## config.mk

```make
export PLATFORM = sky130hd
export DESIGN_NAME = sm_scoreboard_ctrl_flat
export DESIGN_NICKNAME = d
export VERILOG_FILES = /design/src/rtl/sm_scoreboard_ctrl_pkg.sv /design/src/rtl/sm_scoreboard_ctrl_if.sv /design/src/rtl/sm_scoreboard_ctrl_hazard_chk.sv /design/src/rtl/sm_scoreboard_ctrl.sv /design/src/flat_wrapper.sv
export SDC_FILE = /design/constraint.sdc
export NUM_CORES = 1
export LEC_CHECK = 0
export ABC_AREA = 1
export BUFFER_PORTS_ARGS = -buffer_cell sky130_fd_sc_hd__buf_2
export CAP_MARGIN = 20
export CORE_UTILIZATION = 41
export DETAILED_ROUTE_END_ITERATION = 10
export GPL_TIMING_DRIVEN = 0
export HOLD_SLACK_MARGIN = 0.03
export PLACE_DENSITY = 0.7
export REMOVE_ABC_BUFFERS = 1
export SLEW_MARGIN = 40
export SYNTH_ARGS = -nofsm -noshare
export SYNTH_HDL_FRONTEND = slang
export SYNTH_SLANG_ARGS = --single-unit
export TNS_END_PERCENT = 100
```

## constraint.sdc

```tcl
create_clock -name clk -period 3.7 [get_ports clk]
set_clock_uncertainty 0.2 [all_clocks]
set_input_delay 0.74 -clock clk [delete_from_list [all_inputs] [get_ports clk]]
set_output_delay 0.74 -clock clk [all_outputs]
set_load 0.1 [all_outputs]
```

## src/rtl/sm_scoreboard_ctrl_pkg.sv

```systemverilog
// Shared types and constants for the SM issue scoreboard / WMMA sequencer.
package sm_scoreboard_ctrl_pkg;

    localparam int unsigned NUM_SP    = 4;
    localparam int unsigned NREG      = 16;
    localparam int unsigned NPRED     = 4;
    localparam int unsigned CNT_W     = 3;
    localparam int unsigned REG_AW    = 4;
    localparam int unsigned PRED_AW   = 2;
    localparam int unsigned NSRC      = 3;
    localparam int unsigned WMMA_REGS = 4;

    // WMMA writes an aligned group of four registers; low address bits are dropped
    localparam logic [REG_AW-1:0] WMMA_BASE_MASK = 4'b1100;

    typedef enum logic [1:0] {
        SB_IDLE  = 2'd0,
        SB_DRAIN = 2'd1,
        SB_START = 2'd2,
        SB_WAIT  = 2'd3
    } sb_state_e;

    function automatic logic [REG_AW-1:0] wmma_base(input logic [REG_AW-1:0] rd);
        return rd & WMMA_BASE_MASK;
    endfunction

endpackage

```

## src/rtl/sm_scoreboard_ctrl_if.sv

```systemverilog
// Decoder / SP-core / tensor-core side bundle of the scoreboard controller.
interface sm_scoreboard_ctrl_if;
    import sm_scoreboard_ctrl_pkg::*;

    logic                        id_valid;
    logic                        id_is_wmma;
    logic [NSRC*REG_AW-1:0]      id_src_addr;
    logic [NSRC-1:0]             id_src_use;
    logic                        id_pred_rd_use;
    logic [PRED_AW-1:0]          id_pred_rd_sel;
    logic                        id_rf_we;
    logic                        id_pred_we;
    logic [REG_AW-1:0]           id_rD_addr;
    logic [PRED_AW-1:0]          id_pred_wr_sel;
    logic                        br_flush;
    logic [NUM_SP-1:0]           sp_ex_busy;
    logic                        wb_valid;
    logic                        wb_rf_we;
    logic [REG_AW-1:0]           wb_rD_addr;
    logic                        wb_pred_we;
    logic [PRED_AW-1:0]          wb_pred_sel;
    logic                        tc_done;

    logic                        stall;
    logic                        flush_id;
    logic                        id_issue;
    logic                        tc_start;
    logic [REG_AW-1:0]           tc_rD_base;
    logic [NREG-1:0]             gpr_pending;
    logic [NPRED-1:0]            pred_pending;

    modport master (
        output id_valid, id_is_wmma, id_src_addr, id_src_use, id_pred_rd_use, id_pred_rd_sel,
               id_rf_we, id_pred_we, id_rD_addr, id_pred_wr_sel, br_flush, sp_ex_busy,
               wb_valid, wb_rf_we, wb_rD_addr, wb_pred_we, wb_pred_sel, tc_done,
        input  stall, flush_id, id_issue, tc_start, tc_rD_base, gpr_pending, pred_pending
    );

    modport slave (
        input  id_valid, id_is_wmma, id_src_addr, id_src_use, id_pred_rd_use, id_pred_rd_sel,
               id_rf_we, id_pred_we, id_rD_addr, id_pred_wr_sel, br_flush, sp_ex_busy,
               wb_valid, wb_rf_we, wb_rD_addr, wb_pred_we, wb_pred_sel, tc_done,
        output stall, flush_id, id_issue, tc_start, tc_rD_base, gpr_pending, pred_pending
    );

endinterface

```

## src/rtl/sm_scoreboard_ctrl_hazard_chk.sv

```systemverilog
// RAW/WAW check of the ID instruction against the pending GPR and predicate vectors.
module sm_scoreboard_ctrl_hazard_chk
    import sm_scoreboard_ctrl_pkg::*;
(
    input  logic                   id_valid,
    input  logic [NSRC*REG_AW-1:0] src_addr,
    input  logic [NSRC-1:0]        src_use,
    input  logic                   pred_rd_use,
    input  logic [PRED_AW-1:0]     pred_rd_sel,
    input  logic                   rf_we,
    input  logic [REG_AW-1:0]      rd_addr,
    input  logic                   pred_we,
    input  logic [PRED_AW-1:0]     pred_wr_sel,
    input  logic [NREG-1:0]        gpr_pending,
    input  logic [NPRED-1:0]       pred_pending,
    output logic                   hazard_c
);

    logic src_raw_c;

    always_comb begin
        src_raw_c = 1'b0;
        for (int i = 0; i < int'(NSRC); i++) begin
            if (src_use[i] && gpr_pending[src_addr[REG_AW*i +: REG_AW]]) begin
                src_raw_c = 1'b1;
            end
        end
    end

    assign hazard_c = id_valid & ( src_raw_c
                                 | (pred_rd_use & pred_pending[pred_rd_sel])
                                 | (rf_we       & gpr_pending[rd_addr])
                                 | (pred_we     & pred_pending[pred_wr_sel]));

endmodule

```

## src/rtl/sm_scoreboard_ctrl.sv

```systemverilog
// SM issue controller: GPR/predicate scoreboard, shared stall/flush_id and WMMA sequencing.
module sm_scoreboard_ctrl
    import sm_scoreboard_ctrl_pkg::*;
(
    input  logic                 clk,
    input  logic                 rst,
    sm_scoreboard_ctrl_if.slave  bus
);

    sb_state_e          state_q, state_d;
    logic [NREG-1:0]    gpr_q, gpr_d, gpr_set_c, gpr_clr_c;
    logic [NPRED-1:0]   pred_q, pred_d, pred_set_c, pred_clr_c;
    logic [CNT_W-1:0]   inflight_q, inflight_d;
    logic [REG_AW-1:0]  base_q, id_base_c;

    logic stall_c, hazard_c, idle_c, start_c, wait_c;
    logic scalar_issue_c, issue_c, dec_c;

    sm_scoreboard_ctrl_hazard_chk u_hazard_chk (
        .id_valid     (bus.id_valid),
        .src_addr     (bus.id_src_addr),
        .src_use      (bus.id_src_use),
        .pred_rd_use  (bus.id_pred_rd_use),
        .pred_rd_sel  (bus.id_pred_rd_sel),
        .rf_we        (bus.id_rf_we),
        .rd_addr      (bus.id_rD_addr),
        .pred_we      (bus.id_pred_we),
        .pred_wr_sel  (bus.id_pred_wr_sel),
        .gpr_pending  (gpr_q),
        .pred_pending (pred_q),
        .hazard_c     (hazard_c)
    );

    assign stall_c   = |bus.sp_ex_busy;
    assign idle_c    = (state_q == SB_IDLE);
    assign start_c   = (state_q == SB_START);
    assign wait_c    = (state_q == SB_WAIT);
    assign id_base_c = wmma_base(bus.id_rD_addr);

    assign scalar_issue_c = bus.id_valid & ~bus.id_is_wmma & ~hazard_c & ~stall_c
                          & ~bus.br_flush & idle_c;
    assign issue_c        = scalar_issue_c | start_c;
    assign dec_c          = bus.wb_valid & (inflight_q != '0);

    assign bus.stall        = stall_c;
    assign bus.id_issue     = issue_c;
    assign bus.flush_id     = bus.br_flush | start_c | (bus.id_valid & ~issue_c & ~stall_c);
    assign bus.tc_start     = start_c;
    assign bus.tc_rD_base   = start_c ? id_base_c : base_q;
    assign bus.gpr_pending  = gpr_q;
    assign bus.pred_pending = pred_q;

    // Pending-bit set/clear requests; set is applied after clear so it wins
    always_comb begin
        gpr_set_c  = '0;
        gpr_clr_c  = '0;
        pred_set_c = '0;
        pred_clr_c = '0;
        if (scalar_issue_c && bus.id_rf_we)   gpr_set_c[bus.id_rD_addr]      = 1'b1;
        if (scalar_issue_c && bus.id_pred_we) pred_set_c[bus.id_pred_wr_sel] = 1'b1;
        if (start_c)                          gpr_set_c[id_base_c +: WMMA_REGS] = '1;
        if (bus.wb_valid && bus.wb_rf_we)     gpr_clr_c[bus.wb_rD_addr]      = 1'b1;
        if (bus.wb_valid && bus.wb_pred_we)   pred_clr_c[bus.wb_pred_sel]    = 1'b1;
        if (wait_c && bus.tc_done)            gpr_clr_c[base_q +: WMMA_REGS] = '1;
        gpr_d  = (gpr_q  & ~gpr_clr_c)  | gpr_set_c;
        pred_d = (pred_q & ~pred_clr_c) | pred_set_c;
    end

    // In-flight counter; a WB with nothing outstanding leaves it at zero
    always_comb begin
        inflight_d = inflight_q;
        if (scalar_issue_c && !dec_c) begin
            inflight_d = inflight_q + CNT_W'(1);
        end else if (!scalar_issue_c && dec_c) begin
            inflight_d = inflight_q - CNT_W'(1);
        end
    end

    // WMMA sequencer next state
    always_comb begin
        state_d = state_q;
        case (state_q)
            SB_IDLE: begin
                if (bus.id_valid && bus.id_is_wmma && !hazard_c && !bus.br_flush) begin
                    state_d = SB_DRAIN;
                end
            end
            SB_DRAIN: begin
                if (bus.br_flush) begin
                    state_d = SB_IDLE;
                end else if ((inflight_q == '0) && !stall_c) begin
                    state_d = SB_START;
                end
            end
            SB_START: state_d = SB_WAIT;
            SB_WAIT: begin
                if (bus.tc_done) state_d = SB_IDLE;
            end
            default: state_d = SB_IDLE;
        endcase
    end

    always_ff @(posedge clk) begin
        if (rst) begin
            state_q    <= SB_IDLE;
            gpr_q      <= '0;
            pred_q     <= '0;
            inflight_q <= '0;
            base_q     <= '0;
        end else begin
            state_q    <= state_d;
            gpr_q      <= gpr_d;
            pred_q     <= pred_d;
            inflight_q <= inflight_d;
            if (start_c) base_q <= id_base_c;
        end
    end

    // Writeback with no outstanding instruction is a protocol error upstream
    a_no_underflow: assert property (@(posedge clk) disable iff (rst)
        !(bus.wb_valid && (inflight_q == '0)));

endmodule

```

## src/flat_wrapper.sv

```systemverilog
// flat-port wrapper written by rule: the top's interface ports become plain ports
module sm_scoreboard_ctrl_flat import sm_scoreboard_ctrl_pkg::*;
  (clk, rst, bus_id_valid, bus_id_is_wmma, bus_id_src_addr, bus_id_src_use, bus_id_pred_rd_use, bus_id_pred_rd_sel, bus_id_rf_we, bus_id_pred_we, bus_id_rD_addr, bus_id_pred_wr_sel, bus_br_flush, bus_sp_ex_busy, bus_wb_valid, bus_wb_rf_we, bus_wb_rD_addr, bus_wb_pred_we, bus_wb_pred_sel, bus_tc_done, bus_stall, bus_flush_id, bus_id_issue, bus_tc_start, bus_tc_rD_base, bus_gpr_pending, bus_pred_pending);
  sm_scoreboard_ctrl_if bus_i ();
  input  logic clk;
  input  logic rst;
  input wire logic [$bits(bus_i.id_valid)-1:0] bus_id_valid;
  input wire logic [$bits(bus_i.id_is_wmma)-1:0] bus_id_is_wmma;
  input wire logic [$bits(bus_i.id_src_addr)-1:0] bus_id_src_addr;
  input wire logic [$bits(bus_i.id_src_use)-1:0] bus_id_src_use;
  input wire logic [$bits(bus_i.id_pred_rd_use)-1:0] bus_id_pred_rd_use;
  input wire logic [$bits(bus_i.id_pred_rd_sel)-1:0] bus_id_pred_rd_sel;
  input wire logic [$bits(bus_i.id_rf_we)-1:0] bus_id_rf_we;
  input wire logic [$bits(bus_i.id_pred_we)-1:0] bus_id_pred_we;
  input wire logic [$bits(bus_i.id_rD_addr)-1:0] bus_id_rD_addr;
  input wire logic [$bits(bus_i.id_pred_wr_sel)-1:0] bus_id_pred_wr_sel;
  input wire logic [$bits(bus_i.br_flush)-1:0] bus_br_flush;
  input wire logic [$bits(bus_i.sp_ex_busy)-1:0] bus_sp_ex_busy;
  input wire logic [$bits(bus_i.wb_valid)-1:0] bus_wb_valid;
  input wire logic [$bits(bus_i.wb_rf_we)-1:0] bus_wb_rf_we;
  input wire logic [$bits(bus_i.wb_rD_addr)-1:0] bus_wb_rD_addr;
  input wire logic [$bits(bus_i.wb_pred_we)-1:0] bus_wb_pred_we;
  input wire logic [$bits(bus_i.wb_pred_sel)-1:0] bus_wb_pred_sel;
  input wire logic [$bits(bus_i.tc_done)-1:0] bus_tc_done;
  output wire logic [$bits(bus_i.stall)-1:0] bus_stall;
  output wire logic [$bits(bus_i.flush_id)-1:0] bus_flush_id;
  output wire logic [$bits(bus_i.id_issue)-1:0] bus_id_issue;
  output wire logic [$bits(bus_i.tc_start)-1:0] bus_tc_start;
  output wire logic [$bits(bus_i.tc_rD_base)-1:0] bus_tc_rD_base;
  output wire logic [$bits(bus_i.gpr_pending)-1:0] bus_gpr_pending;
  output wire logic [$bits(bus_i.pred_pending)-1:0] bus_pred_pending;
  assign bus_i.id_valid = bus_id_valid;
  assign bus_i.id_is_wmma = bus_id_is_wmma;
  assign bus_i.id_src_addr = bus_id_src_addr;
  assign bus_i.id_src_use = bus_id_src_use;
  assign bus_i.id_pred_rd_use = bus_id_pred_rd_use;
  assign bus_i.id_pred_rd_sel = bus_id_pred_rd_sel;
  assign bus_i.id_rf_we = bus_id_rf_we;
  assign bus_i.id_pred_we = bus_id_pred_we;
  assign bus_i.id_rD_addr = bus_id_rD_addr;
  assign bus_i.id_pred_wr_sel = bus_id_pred_wr_sel;
  assign bus_i.br_flush = bus_br_flush;
  assign bus_i.sp_ex_busy = bus_sp_ex_busy;
  assign bus_i.wb_valid = bus_wb_valid;
  assign bus_i.wb_rf_we = bus_wb_rf_we;
  assign bus_i.wb_rD_addr = bus_wb_rD_addr;
  assign bus_i.wb_pred_we = bus_wb_pred_we;
  assign bus_i.wb_pred_sel = bus_wb_pred_sel;
  assign bus_i.tc_done = bus_tc_done;
  assign bus_stall = bus_i.stall;
  assign bus_flush_id = bus_i.flush_id;
  assign bus_id_issue = bus_i.id_issue;
  assign bus_tc_start = bus_i.tc_start;
  assign bus_tc_rD_base = bus_i.tc_rD_base;
  assign bus_gpr_pending = bus_i.gpr_pending;
  assign bus_pred_pending = bus_i.pred_pending;
  sm_scoreboard_ctrl u_core (.clk(clk), .rst(rst), .bus(bus_i));
endmodule
```

Word-level counts from Yosys, hierarchy flattened
Index checks and enable logic that the tools add are counted.
{"block": "word_totals", "register_bits": 29, "wordCells": 128}
{"block": "classes", "n_lt_le_gt_ge": 12, "n_mux": 39, "n_reduce_logical": 29, "addsub": 4, "eq_ne": 6, "n_shift": 4, "bitwise": 29}
{"cell": "$mux 16", "count": 4}
{"cell": "$bwmux 16", "count": 2}
{"cell": "$shift 4x6->16 const A", "count": 2}
{"cell": "$shiftx 4x6->16 const A", "count": 2}
{"cell": "$lt 4x5->1 const B", "count": 5}
{"cell": "$logic_and 1x1->1", "count": 18}
{"cell": "$and 16x16->16", "count": 1}
{"cell": "$bmux 1 s4", "count": 4}
{"cell": "$not 16->16", "count": 1}
{"cell": "$or 16x16->16", "count": 1}
{"cell": "$mux 1", "count": 13}
{"cell": "$and 1x1->1", "count": 12}
{"cell": "$mux 4", "count": 3}
{"cell": "$neg 4->6", "count": 2}
{"cell": "$lt 2x3->1 const B", "count": 3}
{"cell": "$demux 1 s4", "count": 2}
{"cell": "$ge 4x1->1 const B", "count": 2}
{"cell": "$mux 2", "count": 4}
{"cell": "$pmux 2 s4", "count": 1}
{"cell": "$mux 3", "count": 2}
{"cell": "$or 1x1->1", "count": 6}
{"cell": "$logic_not 1->1", "count": 5}
{"cell": "$not 1->1", "count": 5}
{"cell": "$and 4x4->4", "count": 1}
{"cell": "other kinds (17)", "count": 22}

Longest topological paths before layout
{"block": "logic_depth", "depth_word": 20, "mapped_depth": 18}

Modules after synthesis
A second synthesis with hierarchy kept.
{"block": "hier_totals", "hier_cells": 521, "area_unflattened_um2": 2931.6}
{"mod": "sm_scoreboard_ctrl", "area_per_inst_um2": 2125.8, "cells_each": 339, "instances": 1, "seq_area_each_um2": 580.6}
{"mod": "sm_scoreboard_ctrl_hazard_chk", "area_per_inst_um2": 805.8, "cells_each": 182, "instances": 1, "seq_area_each_um2": 0.0}

Worst setup path before layout
OpenSTA, ideal clock, no wires.
{"block": "synth_path", "path_kind": "register to output", "from": "register (tool-made name)", "to": "output port bus_tc_rD_base[2]", "t_required_ns": 2.760, "path_buffers": 1, "path_slack_ns": -0.980, "stages_incl_launch_ff": 6, "t_arrival_ns": 3.740, "path_cell_list": "dfxtp_1 inv_1 nor2_1 inv_1 clkbuf_1 a21oi_1"}
{"item": "end: declaration", "line_no": "flat_wrapper.sv:29", "rtl": "output wire logic [$bits(bus_i.tc_rD_base)-1:0] bus_tc_rD_base;"}

Worst setup path in the final report
{"block": "layout_path", "from": "input port bus_id_src_addr[4]", "to": "output port bus_flush_id"}
{"block": "layout_via", "elab_chain_len": 19}
{"item": "start: declaration", "line_no": "flat_wrapper.sv:9", "rtl": "input wire logic [$bits(bus_i.id_src_addr)-1:0] bus_id_src_addr;"}
{"item": "$bmux 1 s4", "line_no": "sm_scoreboard_ctrl_hazard_chk.sv:24", "rtl": "if (src_use[i] && gpr_pending[src_addr[REG_AW*i +: REG_AW]]) begin"}
{"item": "$mux 1 (implied by the code)", "line_no": "sm_scoreboard_ctrl_hazard_chk.sv:24"}
{"item": "$logic_and 1x1->1", "line_no": "sm_scoreboard_ctrl_hazard_chk.sv:24"}
{"item": "$mux 1 (2 in series)", "line_no": "sm_scoreboard_ctrl_hazard_chk.sv:24"}
{"item": "$or 1x1->1", "line_no": "sm_scoreboard_ctrl_hazard_chk.sv:31", "rtl": "| (pred_rd_use & pred_pending[pred_rd_sel])"}
{"item": "$or 1x1->1", "line_no": "sm_scoreboard_ctrl_hazard_chk.sv:32", "rtl": "| (rf_we & gpr_pending[rd_addr])"}
{"item": "$or 1x1->1", "line_no": "sm_scoreboard_ctrl_hazard_chk.sv:33", "rtl": "| (pred_we & pred_pending[pred_wr_sel]));"}
{"item": "$and 1x1->1", "line_no": "sm_scoreboard_ctrl_hazard_chk.sv:30", "rtl": "assign hazard_c = id_valid & ( src_raw_c"}
{"item": "$not 1->1", "line_no": "sm_scoreboard_ctrl.sv:40", "rtl": "assign scalar_issue_c = bus.id_valid & ~bus.id_is_wmma & ~hazard_c & ~stall_c"}
{"item": "$and 1x1->1 (2 in series)", "line_no": "sm_scoreboard_ctrl.sv:40"}
{"item": "$and 1x1->1 (2 in series)", "line_no": "sm_scoreboard_ctrl.sv:41", "rtl": "& ~bus.br_flush & idle_c;"}
{"item": "$or 1x1->1", "line_no": "sm_scoreboard_ctrl.sv:42", "rtl": "assign issue_c = scalar_issue_c | start_c;"}
{"item": "$not 1->1", "line_no": "sm_scoreboard_ctrl.sv:47", "rtl": "assign bus.flush_id = bus.br_flush | start_c | (bus.id_valid & ~issue_c & ~stall_c);"}
{"item": "$and 1x1->1 (2 in series)", "line_no": "sm_scoreboard_ctrl.sv:47"}
{"item": "$or 1x1->1", "line_no": "sm_scoreboard_ctrl.sv:47"}
{"item": "end: declaration", "line_no": "flat_wrapper.sv:26", "rtl": "output wire logic [$bits(bus_i.flush_id)-1:0] bus_flush_id;"}
Every way passes these cells. The select of a mux whose other input is x is not followed.

==> flow_metrics.py <==
metrics = {
    "die": {
        "core_area_um2": 6420,
        "start_util": 0.432,
        "ios": 73,
        "dieArea_um2": 7090,
        "row_count": 29,
        "die_h_um": 84.2,
        "die_w_um": 84.2,
    },
    "power": {
        "p_per_area_nw_per_um2": 272,
        "ir_worst_vdd_uv": 251,
        "p_int_mw": 0.613,
        "power_switching_mw": 0.274,
        "clockPowerShare": 0.395,
        "p_leak_nw": 1.66,
        "seq_power_share": 0.381,
        "p_sw_frac": 0.309,
        "power_frac_comb": 0.224,
    },
    "global_route": {
        "grt_usage": 0.238,
        "grt_overflow": 0,
        "grt_pass1_vias": 2980,
        "grt_max_degree": 27,
        "grt_pass1_wl_um": 13700,
        "antenna_found_initial": 0,
    },
    "yosys": {
        "synth_top_cell_by_area": "dfxtp_1",
        "ys_types": 38,
        "synth_edf_count": 0,
        "ys_seq_area_frac": 0.209,
        "synth-seq-cells": 29,
        "syn_inst": 477,
        "syn_avg_cell_area_um2": 5.81,
        "ys_warn_count": 0,
        "synthFlopType": "dfxtp_1",
        "synth.area.top_cells": "dfxtp_1 21%, nand2_1 16%, nand3_1 9.2%",
        "synth_top_area_share": 0.209,
        "netlist_area_um2": 2770,
        "async_flop_share": 0,
    },
    "sta": {
        "setup_viol_count_final": 0,
        "hold_viol": 0,
        "fin_ws_ns": 0.211,
        "max_freq_mhz": 287,
        "relSlewSlack": 0.623,
        "tightest_slew_ns": 0.561,
        "slew_viol_final": 0,
        "fin_crit_sh": 0.943,
        "finalCriticalPeriod_ns": 3.49,
        "rsz0062_at_grt": "false",
        "finalSetupTns_ns": 0,
        "worst_hold_slack_ns": 0.278,
    },
    "routing": {
        "dr.pass1.iters": 8,
        "wl_per_cell_um": 13.2,
        "first_iter_violations": 299,
        "num_vias": 3372,
        "drt-vias-per-instance": 5.39,
        "final_antenna_net_count": 0,
        "route.detailed.drc": 8,
        "wirelength_um": 8260,
    },
    "placement": {
        "io_buffer_count": 72,
        "dpl.hpwl_um": 6600,
        "dp_slack_ns": -0.0263,
        "gp_congestion": 0.902,
    },
    "cells_and_area": {
        "antenna_cells": 0,
        "final_common_cell": "nand2_1",
        "mostFrequentLayoutCells": "117 x nand2_1, 72 x buf_2, 68 x inv_1, 58 x nor2_1, 51 x nand3_1",
        "nFillCells": 683,
        "final_nets": 597,
        "area_growth_pct": 17.9,
        "layout-drive-gt1-share": 0.213,
        "fin_util": 0.509,
    },
    "clock_tree": {
        "clkSlewWorstSetupHoldPaths_ns": 0.07,
        "htree_levels": 2,
        "cts-root-buf": "clkbuf_8",
        "cts_buffer_depth": 2,
        "clk_latency_ns": 0.29,
        "clkSinkCount": 29,
        "cts_tree": "done",
        "cts_resized": 0,
        "numCtsBuffers": 5,
        "ctsHoldBuffers": 0,
    },
    "setup_path": {
        "r2r-start": "u_core.bus.gpr_pending[4]",
        "start_kind": "input pin",
        "crit_required_ns": 2.76,
        "path_max_fanout": 11,
        "r2r_end": "u_core.inflight_q[2]",
        "startpoint": "bus_id_src_addr[4]",
        "crit_type": "in2out",
        "endpoint_kind": "primary output",
        "reg2regPathDepth": 17,
        "worst-endpoint-arrival_ns": 2.55,
        "regToRegSetupSlack_ns": 0.84,
    },
    "worst_hold_path": {
        "whs_path_depth": 2,
        "hold_class": "reg2reg",
        "hold_start": "u_core.inflight_q[2]",
        "min_to": "u_core.inflight_q[2]",
    },
    "status": {
        "status": "finished with violations",
        "violations": "design-rule violations",
    },
    "job": {
        "maxCapViolations": 0,
    },
}
worst max path at each step:
stage,cells past startpoint,endpoint
floorplan,4,bus_tc_rD_base[2]
global placement,12,bus_id_issue
detailed placement,12,bus_id_issue
CTS,12,bus_id_issue
global route,13,bus_flush_id
finish,13,bus_flush_id
flip-flops by register name (all words and copies together) (netlist names), named ones only:
name and count:
u_core.bus.pred_pending 4, u_core.base_q 4, u_core.state_q 1, u_core.inflight_q 3
u_core.bus.gpr_pending 16
critical path, cell delays in order:
cell      delay, ns
buf_2          0.18
inv_1          0.13
nand2_1        0.08
nand3_1        0.07
o21ai_1        0.09
nand2_1        0.07
nand3_1        0.07
nand3_1        0.13
nand2_1        0.18
nor3_4         0.07
buf_4          0.14
o211ai_1       0.15
buf_2          0.45
repair_timing:
action,CTS,global route
endpoints found under the setup margin,1,0
hold endpoints to repair,0,0
buffers inserted,3,0
power groups by stage:
stage / registers [mW] / logic, mW / clock network (mW)
finish: 0.338 / 0.199 / 0.351
global route: 0.341 / 0.227 / 0.368
CTS: 0.338 / 0.198 / 0.353
detailed placement: 0.345 / 0.197 / 0
global placement: 0.345 / 0.192 / 0
floorplan: 0.346 / 0.122 / 0
synth_stat cells (all sizes together), types with 2 or more instances:
cell type / n
o211ai: 7
o31ai: 7
nor2: 62
o21ai: 35
clkbuf: 4
nor3: 7
nand3: 59
a211oi: 2
a21oi: 46
nand4: 3
buf: 7
dfxtp: 29
nand2: 120
a31oi: 2
inv: 75
ha: 3
cell type report:
type | count | area [um^2] | area share
sequential | 29 | 581 | 0.178
tap | 77 | 96.3 | 0.0295
clock inverter | 2 | 37.5 | 0.0115
clock buffer | 6 | 82.6 | 0.0253
inverter | 75 | 282 | 0.0861
multi-input combinational | 361 | 1800 | 0.549
timing repair buffer | 76 | 394 | 0.121
routing by layer:
metal	GRT usage	part of all wire	up-vias
li1	-	-	1696
met1	0.320	0.46	1506
met2	0.396	0.45	151
met3	0.0423	0.070	19
met4	0.0611	0.017	0
met5	0	0	-
per-stage QoR:
| stage | area [um^2] | power (mW) | instances |
|---|---|---|---|
| 6_report | 3270 | 0.888 | 626 |
| 5_1_grt | 3270 | 0.935 | 626 |
| 4_1_cts | 3270 | 0.890 | 626 |
| 3_5_place_dp | 3130 | 0.542 | 615 |
| 3_3_place_gp | 3110 | 0.537 | 614 |
| 2_1_floorplan | 2660 | 0.467 | 465 |
cells by family after synthesis:
| kind of cell | share of synthesized area |
|---|---|
| and+or+nand+nor | 0.412 |
| AOI/OAI and AO/OA | 0.209 |
| buffers and inverters | 0.143 |
| DFF | 0.209 |
| adders and majority gates | 0.0208 |
| xor gates and xnor gates | 0.00632 |
Power figures use the tool's default switching activity.
